<file path="src/rtl/sat_counter.sv">
// Up-counter that sticks at all-ones instead of wrapping.
module sat_counter #(
  parameter int W = 16
) (
  input  logic         clk,
  input  logic         rst_n,
  input  logic         inc,
  output logic [W-1:0] count
);

  // Count increment requests, holding at the maximum value once reached.
  always_ff @(posedge clk or negedge rst_n) begin
    if (!rst_n) begin
      count <= '0;
    end else if (inc && (count != {W{1'b1}})) begin
      count <= count + W'(1);
    end
  end

endmodule

</file>
<file path="config.mk">
export PLATFORM = sky130hd
export DESIGN_NAME = sat_counter
export DESIGN_NICKNAME = d
export VERILOG_FILES = /design/src/rtl/sat_counter.sv
export SDC_FILE = /design/constraint.sdc
export NUM_CORES = 1
export LEC_CHECK = 0
export BUFFER_PORTS_ARGS = -buffer_cell sky130_fd_sc_hd__buf_2
export CORE_UTILIZATION = 55
export DETAILED_ROUTE_END_ITERATION = 10
export PLACE_DENSITY = 0.81
export SLEW_MARGIN = 20
export SYNTH_ARGS = -nofsm -noshare
export SYNTH_HDL_FRONTEND = slang
export SYNTH_SLANG_ARGS = --single-unit
</file>
<file path="constraint.sdc">
create_clock -name clk -period 3.3 [get_ports clk]
set_input_delay 0.66 -clock clk [delete_from_list [all_inputs] [get_ports clk]]
set_output_delay 0.66 -clock clk [all_outputs]
set_load 0.005 [all_outputs]
</file>
==> results of run 1 <==
[final timing paths]
check                                         to  slack [ns]  cells past startpoint
max                        count[10]$_DFFE_PN0P_        1.67                      5
min                         count[6]$_DFFE_PN0P_        0.27                      1
max reg2reg                count[10]$_DFFE_PN0P_        1.67                      5
min reg2reg                count[15]$_DFFE_PN0P_        0.53                      1
max in group asynchronous  count[11]$_DFFE_PN0P_        2.77                      1
min in group clk           count[15]$_DFFE_PN0P_        0.53                      1
[placed cells by master (no fill, tap or decap), types with 3 or more instances in the layout]
master    synthesis  final
buf_2             0     18
dfrtp_1          16     16
nand4_1           8      8
nand3_1           5      5
o21a_1            5      5
xnor2_1           5      5
nand2_1           4      4
a21oi_1           3      3
a31oi_1           3      3
clkbuf_4          0      3
[through the flow]
step / utilization / setup WS, ns / hold WS [ns] / cells / instance area (sq um)
after detailed placement: 0.700 / 1.64 / 0.515 / 105 / 968
final: 0.717 / 1.67 / 0.269 / 108 / 991
after CTS: 0.717 / 1.68 / 0.281 / 108 / 991
after floorplan: - / 1.82 / 0.364 / 72 / 860
after global placement: 0.700 / 1.68 / 0.498 / 105 / 968
after global routing: 0.717 / 1.52 / 0.310 / 108 / 991
[kinds of logic after synthesis]
family                     share of synthesized area
adders and majority gates                     0.0146
xor gates and xnor gates                      0.0713
and+or+nand+nor                                0.303
DFF                                            0.466
muxes                                         0.0131
AOI/OAI and AO/OA                              0.132
[layout make-up]
cell class | instances | area [sq um] | share of cell area
repair buffers | 18 | 90.1 | 0.0909
clock buffers | 3 | 22.5 | 0.0227
multi-input cells | 56 | 459 | 0.463
well taps | 15 | 18.8 | 0.0189
flip-flops and latches | 16 | 400 | 0.404
[power by group through the flow]
stage / combinational, W / clock [W] / sequential (W)
detailed placement: 0.000137 / 0 / 0.000302
global route: 0.000148 / 0.000107 / 0.000306
floorplan: 0.0000740 / 0 / 0.000295
CTS: 0.000137 / 0.000103 / 0.000298
global placement: 0.000130 / 0 / 0.000299
finish: 0.000137 / 0.0000991 / 0.000299
[synth_stat cells]
cell type / number / area (sq um)
nand3_1: 5 / 25.0
and4_1: 1 / 8.76
and3_1: 2 / 12.5
nand3_4: 1 / 17.5
and4_2: 1 / 10.0
nor4_4: 2 / 42.5
o21a_1: 5 / 37.5
dfrtp_1: 16 / 400
xnor2_1: 5 / 43.8
o31ai_4: 1 / 21.3
and4b_1: 1 / 10.0
a32oi_1: 1 / 8.76
o21ai_0: 1 / 5.00
nor2_2: 1 / 6.26
a31oi_1: 3 / 18.8
xor2_1: 2 / 17.5
nand2_1: 4 / 15.0
nand4_4: 1 / 21.3
a21oi_1: 3 / 15.0
mux2_1: 1 / 11.3
nor3_2: 1 / 10.0
nand4_2: 1 / 12.5
o211ai_1: 1 / 7.51
and4_4: 1 / 11.3
nand4_1: 8 / 50.1
nor2_1: 2 / 7.51
ha_1: 1 / 12.5
[worst max-delay path: cells and delay by family, from the launching register on]
kind | cells | cell delay (ns)
fa+ha+maj | 1 | 0.34
xor+xnor | 1 | 0.15
flops | 1 | 0.45
simple gates | 3 | 0.58
[layer usage]
layer / global-route usage / part of all wire / routed length (um)
met3: 0.0261 / 0.056 / 92
met2: 0.316 / 0.47 / 780
met4: 0.0774 / 0.020 / 33
met5: 0 / 0 / 0
met1: 0.286 / 0.45 / 747
==> metrics.cfg, run 1 <==
[clocking]
clock_latency_ns=0.28
cts_setup_buffers=0
cts-resized-gates=0
cts.sinks=16
cts.reportedPaths.clkPinSlew_ns=0.09
clock_path_buffers=2
htree_levels=1
cts_inserted_buffers=3
ctsHoldBuffers=0
cts_tree=yes
cts-root-buf=clkbuf_4

[drt]
routedWlPerCell_um=15.3
vias=688
drcViolationCount=0
dr.pass1.iters=4
routed_wl_um=1650
viasPerCell=6.37
initialDrtViolationCount=17
drtAntennaViolNets=0

[global_routing]
antenna_found_initial=0
grt_max_degree=17
grt_use_total=0.202
grt_pass1_wl_um=2680
grt_overflow=0
grt_pass1_vias=596

[die]
start_util=0.622
dieArea_sq_um=1730
num_rows=13
die_w_um=41.5
ios=19
core_area_sq_um=1380
die_h_um=41.5

[sta]
slew_headroom=0.753
finalCritPeriodShare=0.495
fin_crit_ns=1.63
tightest_slew_ns=0.369
maxSlewViolCount=0
rsz0062_at_grt=false
max_freq_mhz=613
fin_skew_ns=0.00505
tns_ns=0
hold_violations=0
finalSetupViolCount=0

[layout]
regMostFlops=count
largest_register_ffs=16
nets=99
reg.largest.list=count: 16 flops
area_growth_pct=15.3
antenna-diode-count=0
drive_gt1_frac=0.333
fillers=100

[power]
power.leakage_nw=0.463
p_switching_w=0.000192
swShare=0.358
power_frac_seq=0.559
p_clk_frac=0.185
finalPower_w=0.000535
p_int_w=0.000344
p_per_area_nw_per_um2=540
comb_power_share=0.255
ir_drop_mv=0.318

[worst_hold_path]
min_path_type=in2async

[place]
dp.final_hpwl_um=1280
gp_congestion=0.781
io_buffers=18

[synthesis]
synth_area_per_cell_sq_um=11.9
yosysUniqueCellTypes=27
synth_cells=72
synth_warnings=0
syn_nets=76
synth_area_sq_um=860
seq_area_frac_synth=0.466
ys_seq_elements=16

[critical_path]
critPathLaunch=count[0]$_DFFE_PN0P_
critical_path.cell_chain=ha_1 -> nand2_1 -> nor3_2 -> nand4_1 -> xnor2_1
start_kind=flip-flop
cp_max_fo=6
crit_arrival_ns=1.80
cpMaxStageDelayCell=dfrtp_1
timing.rr.start=count[0]$_DFFE_PN0P_
critPathMaxStageDelay_ns=0.45
worstPathRequired_ns=3.46
worstSetupEndpointType=flip-flop
critPathKind=reg2reg

[run]
maxCapViolations=0

[status]
status=complete, no violations

Note: power is estimated with default switching activity, not from simulation.
==> inputs of run 2 (changes only) <==
--- a/config.mk
+++ b/config.mk
@@ -6,9 +6,9 @@
 export NUM_CORES = 1
 export LEC_CHECK = 0
 export BUFFER_PORTS_ARGS = -buffer_cell sky130_fd_sc_hd__buf_2
-export CORE_UTILIZATION = 55
+export CORE_UTILIZATION = 46
 export DETAILED_ROUTE_END_ITERATION = 10
-export PLACE_DENSITY = 0.81
+export PLACE_DENSITY = 0.72
 export SLEW_MARGIN = 20
 export SYNTH_ARGS = -nofsm -noshare
 export SYNTH_HDL_FRONTEND = slang
==> constraint.sdc (replaced) <==
create_clock -name clk -period 1.5 [get_ports clk]
set_input_delay 0.3 -clock clk [delete_from_list [all_inputs] [get_ports clk]]
set_output_delay 0.3 -clock clk [all_outputs]
set_load 0.005 [all_outputs]
==> run 2 against run 1 <==
  * Core utilization is 5.6 points lower
  * Clock-buffer cell count stayed put
  * Fmax is 12% higher
  * Largest power group unchanged
  * Highest routed layer unchanged
==> metrics.cfg, run 2 (same netlist as run 1, synthesis figures left out) <==
[power]
comb_power_share=0.378  ; +0.123
power.leakage_nw=0.558  ; +21%
p_switching_w=0.000452  ; +140%
swShare=0.341  ; -0.0166
ir_drop_mv=0.855  ; +170%
p_int_w=0.000872  ; +150%
power_frac_seq=0.450  ; -0.109
finalPower_w=0.00132  ; +150%
p_per_area_nw_per_um2=1150  ; +110%
p_clk_frac=0.172  ; -0.013

[drt]
drcViolationCount=0  ; unchanged
viasPerCell=5.81  ; -8.8%
routedWlPerCell_um=14.4  ; -5.6%
initialDrtViolationCount=9  ; -8
drtAntennaViolNets=0  ; unchanged
routed_wl_um=1980  ; +20%
dr.pass1.iters=4  ; unchanged
vias=796  ; +16%

[global_routing]
grt_max_degree=17  ; unchanged
grtUsageMet1=0.278  ; -0.00834
grt_overflow=0  ; unchanged
antenna_found_initial=0  ; unchanged
grt_pass1_wl_um=3060  ; +14%
gr-usage-met3=0.0240  ; -0.00209
use_met2=0.345  ; +0.0293
grt.busiest_layer=met2
grt_pass1_vias=700  ; +17%
grt_use_total=0.215  ; +0.0127

[clocking]
cts.reportedPaths.clkPinSlew_ns=0.09  ; about the same
clock_path_buffers=2  ; unchanged
cts_tree=yes
cts_inserted_buffers=3  ; unchanged
clock_latency_ns=0.29  ; about the same
cts-root-buf=clkbuf_4
cts.sinks=16  ; unchanged
htree_levels=1  ; unchanged

[place]
dp.final_hpwl_um=1500  ; +18%
dp.cells=133  ; +27%
io_buffers=18  ; unchanged
gp_congestion=0.797  ; +2.0%

[sta]
finalSetupViolCount=0  ; unchanged
max_freq_mhz=686  ; +12%
fin_skew_ns=0.00369  ; -0.00136 ns
maxSlewViolCount=0  ; unchanged
whs_ns=0.311  ; +0.0412 ns
finalCritPeriodShare=0.971  ; +0.477
tightest_slew_ns=0.416  ; +0.0467 ns
tns_ns=0  ; unchanged
hold_violations=0  ; unchanged
rsz0062_at_grt=true
slew_headroom=0.722  ; -0.0312
fin_crit_ns=1.46  ; -0.175 ns

[layout]
reg.largest.list=count: 16 flops
antenna-diode-count=0  ; unchanged
area_growth_pct=34.2
nets=118  ; +19%
stdcell_count=137  ; +27%
drive_gt1_frac=0.464  ; +0.131
final_cell_mix=buf_2, buf_4, dfrtp_1, nand4_1
regMostFlops=count
largest_register_ffs=16  ; unchanged

[die]
die_w_um=45.2  ; +8.9%
num_rows=15  ; +2
ios=19  ; unchanged
die_h_um=45.2  ; +8.9%
dieArea_sq_um=2050  ; +19%
start_util=0.492  ; -0.129
core_area_sq_um=1750  ; +26%

[critical_path]
crit_arrival_ns=1.64  ; -0.16 ns
worstPathRequired_ns=1.68  ; -1.78 ns
r2r-end=count[1]$_DFFE_PN0P_
critPathMaxStageDelay_ns=0.43  ; -0.02 ns
worstSetupEndpointType=flip-flop
reg2reg_depth=4  ; -1
worst-path-buf-inv=0  ; unchanged
timing.rr.start=count[10]$_DFFE_PN0P_
start_kind=flip-flop
critical_path.cell_chain=and4_4 -> nand3_4 -> o31ai_4 -> mux2_1
crit_family=flip-flops
cpMaxStageDelayCell=dfrtp_1
cp_max_fo=4  ; -2
critPathKind=reg2reg
r2r_slack_ns=0.04  ; -1.62 ns

[worst_hold_path]
hold_depth=3
worstHoldEndpoint=count[0]$_DFFE_PN0P_
worstHoldStart=inc
min_path_type=in2reg

[run]
maxCapViolations=0  ; unchanged

[status]
status=complete, no violations

[run 2: final cells by class]
| type | count | area (sq um) |
|---|---|---|
| clock buffer | 3 | 22.5 |
| tap | 25 | 31.3 |
| fill | 161 | 592 |
| sequential | 16 | 402 |
| timing repair buffer | 37 | 235 |
| multi-input combinational | 56 | 463 |
[run 2: per-layer routing]
metal  up-vias  wire length, um
met5         -                0
met4         0               44
met3         5               74
met2        18              934
met1       401              925
li1        372                -
[run 2: worst min-delay path, cell delays in order]
cell	delay, ns
buf_2	0.14
o31ai_4	0.07
xnor2_1	0.06
[run 2: worst max path at each step]
| stage | start | endpoint | cells past startpoint |
|---|---|---|---|
| 5_1_grt | count[10]$_DFFE_PN0P_ | count[14]$_DFFE_PN0P_ | 4 |
| 4_1_cts | count[10]$_DFFE_PN0P_ | count[1]$_DFFE_PN0P_ | 4 |
| 3_5_place_dp | count[0]$_DFFE_PN0P_ | count[14]$_DFFE_PN0P_ | 5 |
| 6_report | count[10]$_DFFE_PN0P_ | count[1]$_DFFE_PN0P_ | 4 |
| 3_3_place_gp | count[4]$_DFFE_PN0P_ | count[15]$_DFFE_PN0P_ | 4 |
| 2_1_floorplan | count[13]$_DFFE_PN0P_ | count[1]$_DFFE_PN0P_ | 4 |
[run 2: timing repair]
item | in CTS | in global routing
gates resized for setup | 0 | 3
hold endpoints to repair | 16 | 0
endpoints found under the setup margin | 0 | 7
hold buffers | 1 | 0
setup buffers | 0 | 0
[run 2: power groups by stage]
stage	Sequential, W	Clock [W]	Combinational (W)
final	0.000596	0.000228	0.000500
after global routing	0.000606	0.000241	0.000557
after CTS	0.000594	0.000230	0.000493
after detailed placement	0.000603	0	0.000487
after global placement	0.000596	0	0.000477
after floorplan	0.000648	0	0.000163
[run 2: stage by stage]
stage | util | setup slack, ns | instance area (sq um)
6_report | 0.661 | 0.0431 | 1150
5_1_grt | 0.661 | -0.0168 | 1150
4_1_cts | 0.658 | 0.0313 | 1150
3_5_place_dp | 0.639 | 0.0538 | 1120
3_3_place_gp | 0.639 | 0.0718 | 1120
2_1_floorplan | - | 0.0164 | 860
==> inputs of run 3 (changes only) <==
--- a/config.mk
+++ b/config.mk
@@ -6,9 +6,12 @@
 export NUM_CORES = 1
 export LEC_CHECK = 0
 export BUFFER_PORTS_ARGS = -buffer_cell sky130_fd_sc_hd__buf_2
-export CORE_UTILIZATION = 46
+export CELL_PAD_IN_SITES_DETAIL_PLACEMENT = 0
+export CELL_PAD_IN_SITES_GLOBAL_PLACEMENT = 1
+export CORE_UTILIZATION = 37
 export DETAILED_ROUTE_END_ITERATION = 10
-export PLACE_DENSITY = 0.72
+export PLACE_DENSITY_LB_ADDON = 0.1
+export SETUP_SLACK_MARGIN = 0.2
 export SLEW_MARGIN = 20
 export SYNTH_ARGS = -nofsm -noshare
 export SYNTH_HDL_FRONTEND = slang
==> run 3 against run 2 <==
  * Largest cell class unchanged
  * Worst hold slack better by 0.039 ns
  * Wire length grew 20%
  * Core utilization down 1.5 points
  * First-iteration DRC count grew to 3.3 times the previous value
  * Flip-flop and latch count did not move
==> metrics.cfg, run 3 (same netlist as run 1, synthesis figures left out) <==
[status]
status=complete, no violations

[layout]
area_growth_pct=64.6
antenna-diode-count=0  ; unchanged
largest_register_ffs=16  ; unchanged
regMostFlops=count
final_cell_mix=buf_4, buf_6, buf_2, dfrtp_1, nand4_1
nets=133  ; +13%
drive_gt1_frac=0.625  ; +0.161
fillers=185  ; +15%
final_common_cell=buf_4
reg.largest.list=count: 16 flops

[critical_path]
cp_max_fo=6  ; +2
worstSetupEndpointType=flip-flop
r2r_slack_ns=0.01  ; -0.03 ns
timing.rr.start=count[9]$_DFFE_PN0P_
critical_path.cell_chain=and4_4 -> nand3_4 -> o31ai_4 -> mux2_4
reg2reg_depth=4  ; unchanged
critPathKind=reg2reg
crit_arrival_ns=1.67  ; +0.03 ns
start_kind=flip-flop
cpMaxStageDelayCell=dfrtp_2
critPathMaxStageDelay_ns=0.45  ; +0.02 ns
worstPathRequired_ns=1.68  ; about the same
worst-path-buf-inv=0  ; unchanged
r2r-end=count[1]$_DFFE_PN0P_
crit_family=flip-flops

[global_routing]
grt_pass1_vias=779  ; +11%
antenna_found_initial=0  ; unchanged
grt_use_total=0.195  ; -0.0201
grt_pass1_wl_um=3620  ; +18%
grt_max_degree=17  ; unchanged
grt_overflow=0  ; unchanged

[sta]
max_freq_mhz=673  ; -2.0%
fin_skew_ns=0.00740  ; +0.00371 ns
hold_violations=0  ; unchanged
whs_ns=0.350  ; +0.0394 ns
maxSlewViolCount=0  ; unchanged
fin_crit_ns=1.49  ; +0.0292 ns
rsz0062_at_grt=true
tightest_slew_ns=0.372  ; -0.0440 ns
slew_headroom=0.752  ; +0.0300
finalCritPeriodShare=0.991  ; +0.0194
finalSetupViolCount=0  ; unchanged

[clocking]
cts-root-buf=clkbuf_4
cts_tree=yes
cts.sinks=16  ; unchanged
clock_path_buffers=2  ; unchanged
cts.reportedPaths.clkPinSlew_ns=0.10  ; about the same
htree_levels=1  ; unchanged
clock_latency_ns=0.29  ; about the same
cts_inserted_buffers=3  ; unchanged

[drt]
routed_wl_um=2370  ; +20%
routedWlPerCell_um=15.2  ; +5.1%
drtAntennaViolNets=0  ; unchanged
dr.pass1.iters=4  ; unchanged
vias=843  ; +5.9%
initialDrtViolationCount=30  ; +21
viasPerCell=5.40  ; -7.0%
drcViolationCount=0  ; unchanged

[worst_hold_path]
worstHoldStart=inc
hold_depth=3  ; unchanged
worstHoldEndpoint=count[0]$_DFFE_PN0P_
min_path_type=in2reg

[die]
ios=19  ; unchanged
core_area_sq_um=2190  ; +26%
num_rows=17  ; +2
die_h_um=50.2  ; +11%
dieArea_sq_um=2520  ; +23%
start_util=0.392  ; -0.100
die_w_um=50.2  ; +11%

[run]
maxCapViolations=0  ; unchanged

[power]
p_per_area_nw_per_um2=1250  ; +9.1%
ir_drop_mv=1.10  ; +29%
power.leakage_nw=0.673  ; +21%
finalPower_w=0.00177  ; +34%

[place]
gp_congestion=0.818  ; +2.6%
dp.final_hpwl_um=1470  ; -2.0%
io_buffers=18  ; unchanged

## run 3: how the worst max path moves through the flow
stage	startpoint	endpoint	cells past startpoint
6_report	count[9]$_DFFE_PN0P_	count[1]$_DFFE_PN0P_	4
2_1_floorplan	count[13]$_DFFE_PN0P_	count[1]$_DFFE_PN0P_	4
3_5_place_dp	count[11]$_DFFE_PN0P_	count[1]$_DFFE_PN0P_	4
4_1_cts	count[10]$_DFFE_PN0P_	count[1]$_DFFE_PN0P_	4
5_1_grt	count[9]$_DFFE_PN0P_	count[1]$_DFFE_PN0P_	4
3_3_place_gp	count[1]$_DFFE_PN0P_	count[14]$_DFFE_PN0P_	5
## run 3: repair_timing
action,in CTS,in global routing
setup buffers,11,8
pin swaps,7,8
resized for setup,9,21
endpoints found under the hold margin,16,0
cloned,0,0
setup endpoints to repair,18,26
hold buffers,1,0
## run 3: through the flow
step	utilization	setup slack [ns]	instance area, sq um	TNS [ns]	std cells
after floorplan	-	0.0526	880	0	72
after global placement	0.507	0.0621	1110	0	132
after detailed placement	0.507	0.0406	1110	0	132
after CTS	0.578	0.0358	1270	0	148
after global routing	0.646	-0.0422	1420	-0.0761	156
final	0.646	0.0140	1420	0	156
## run 3: layout make-up
cell class              count  area (sq um)  share of cell area
flip-flops and latches     16           408               0.288
multi-input cells          56           508               0.359
repair buffers             52           428               0.302
well taps                  28          35.0              0.0248
clock buffers               4          36.3              0.0256
## run 3: worst register-to-register path, cell delays in order, from the launching register on
cell     delay [ns]
dfrtp_2        0.45
and4_4         0.27
nand3_4        0.09
o31ai_4        0.24
mux2_4         0.33
## run 3: where the power goes
| group | internal [W] | switching (W) |
|---|---|---|
| combinational | 0.000525 | 0.000321 |
| sequential | 0.000523 | 0.000111 |
| clock | 0.000148 | 0.000144 |
| total | 0.00120 | 0.000575 |
## run 3: per-layer routing
layer | GRT usage | vias to the layer above | routed length, um
met3 | 0.0545 | 2 | 95
met1 | 0.241 | 418 | 1050
met2 | 0.327 | 24 | 1210
met5 | 0 | - | 0
met4 | 0.0571 | 0 | 16
li1 | - | 399 | -
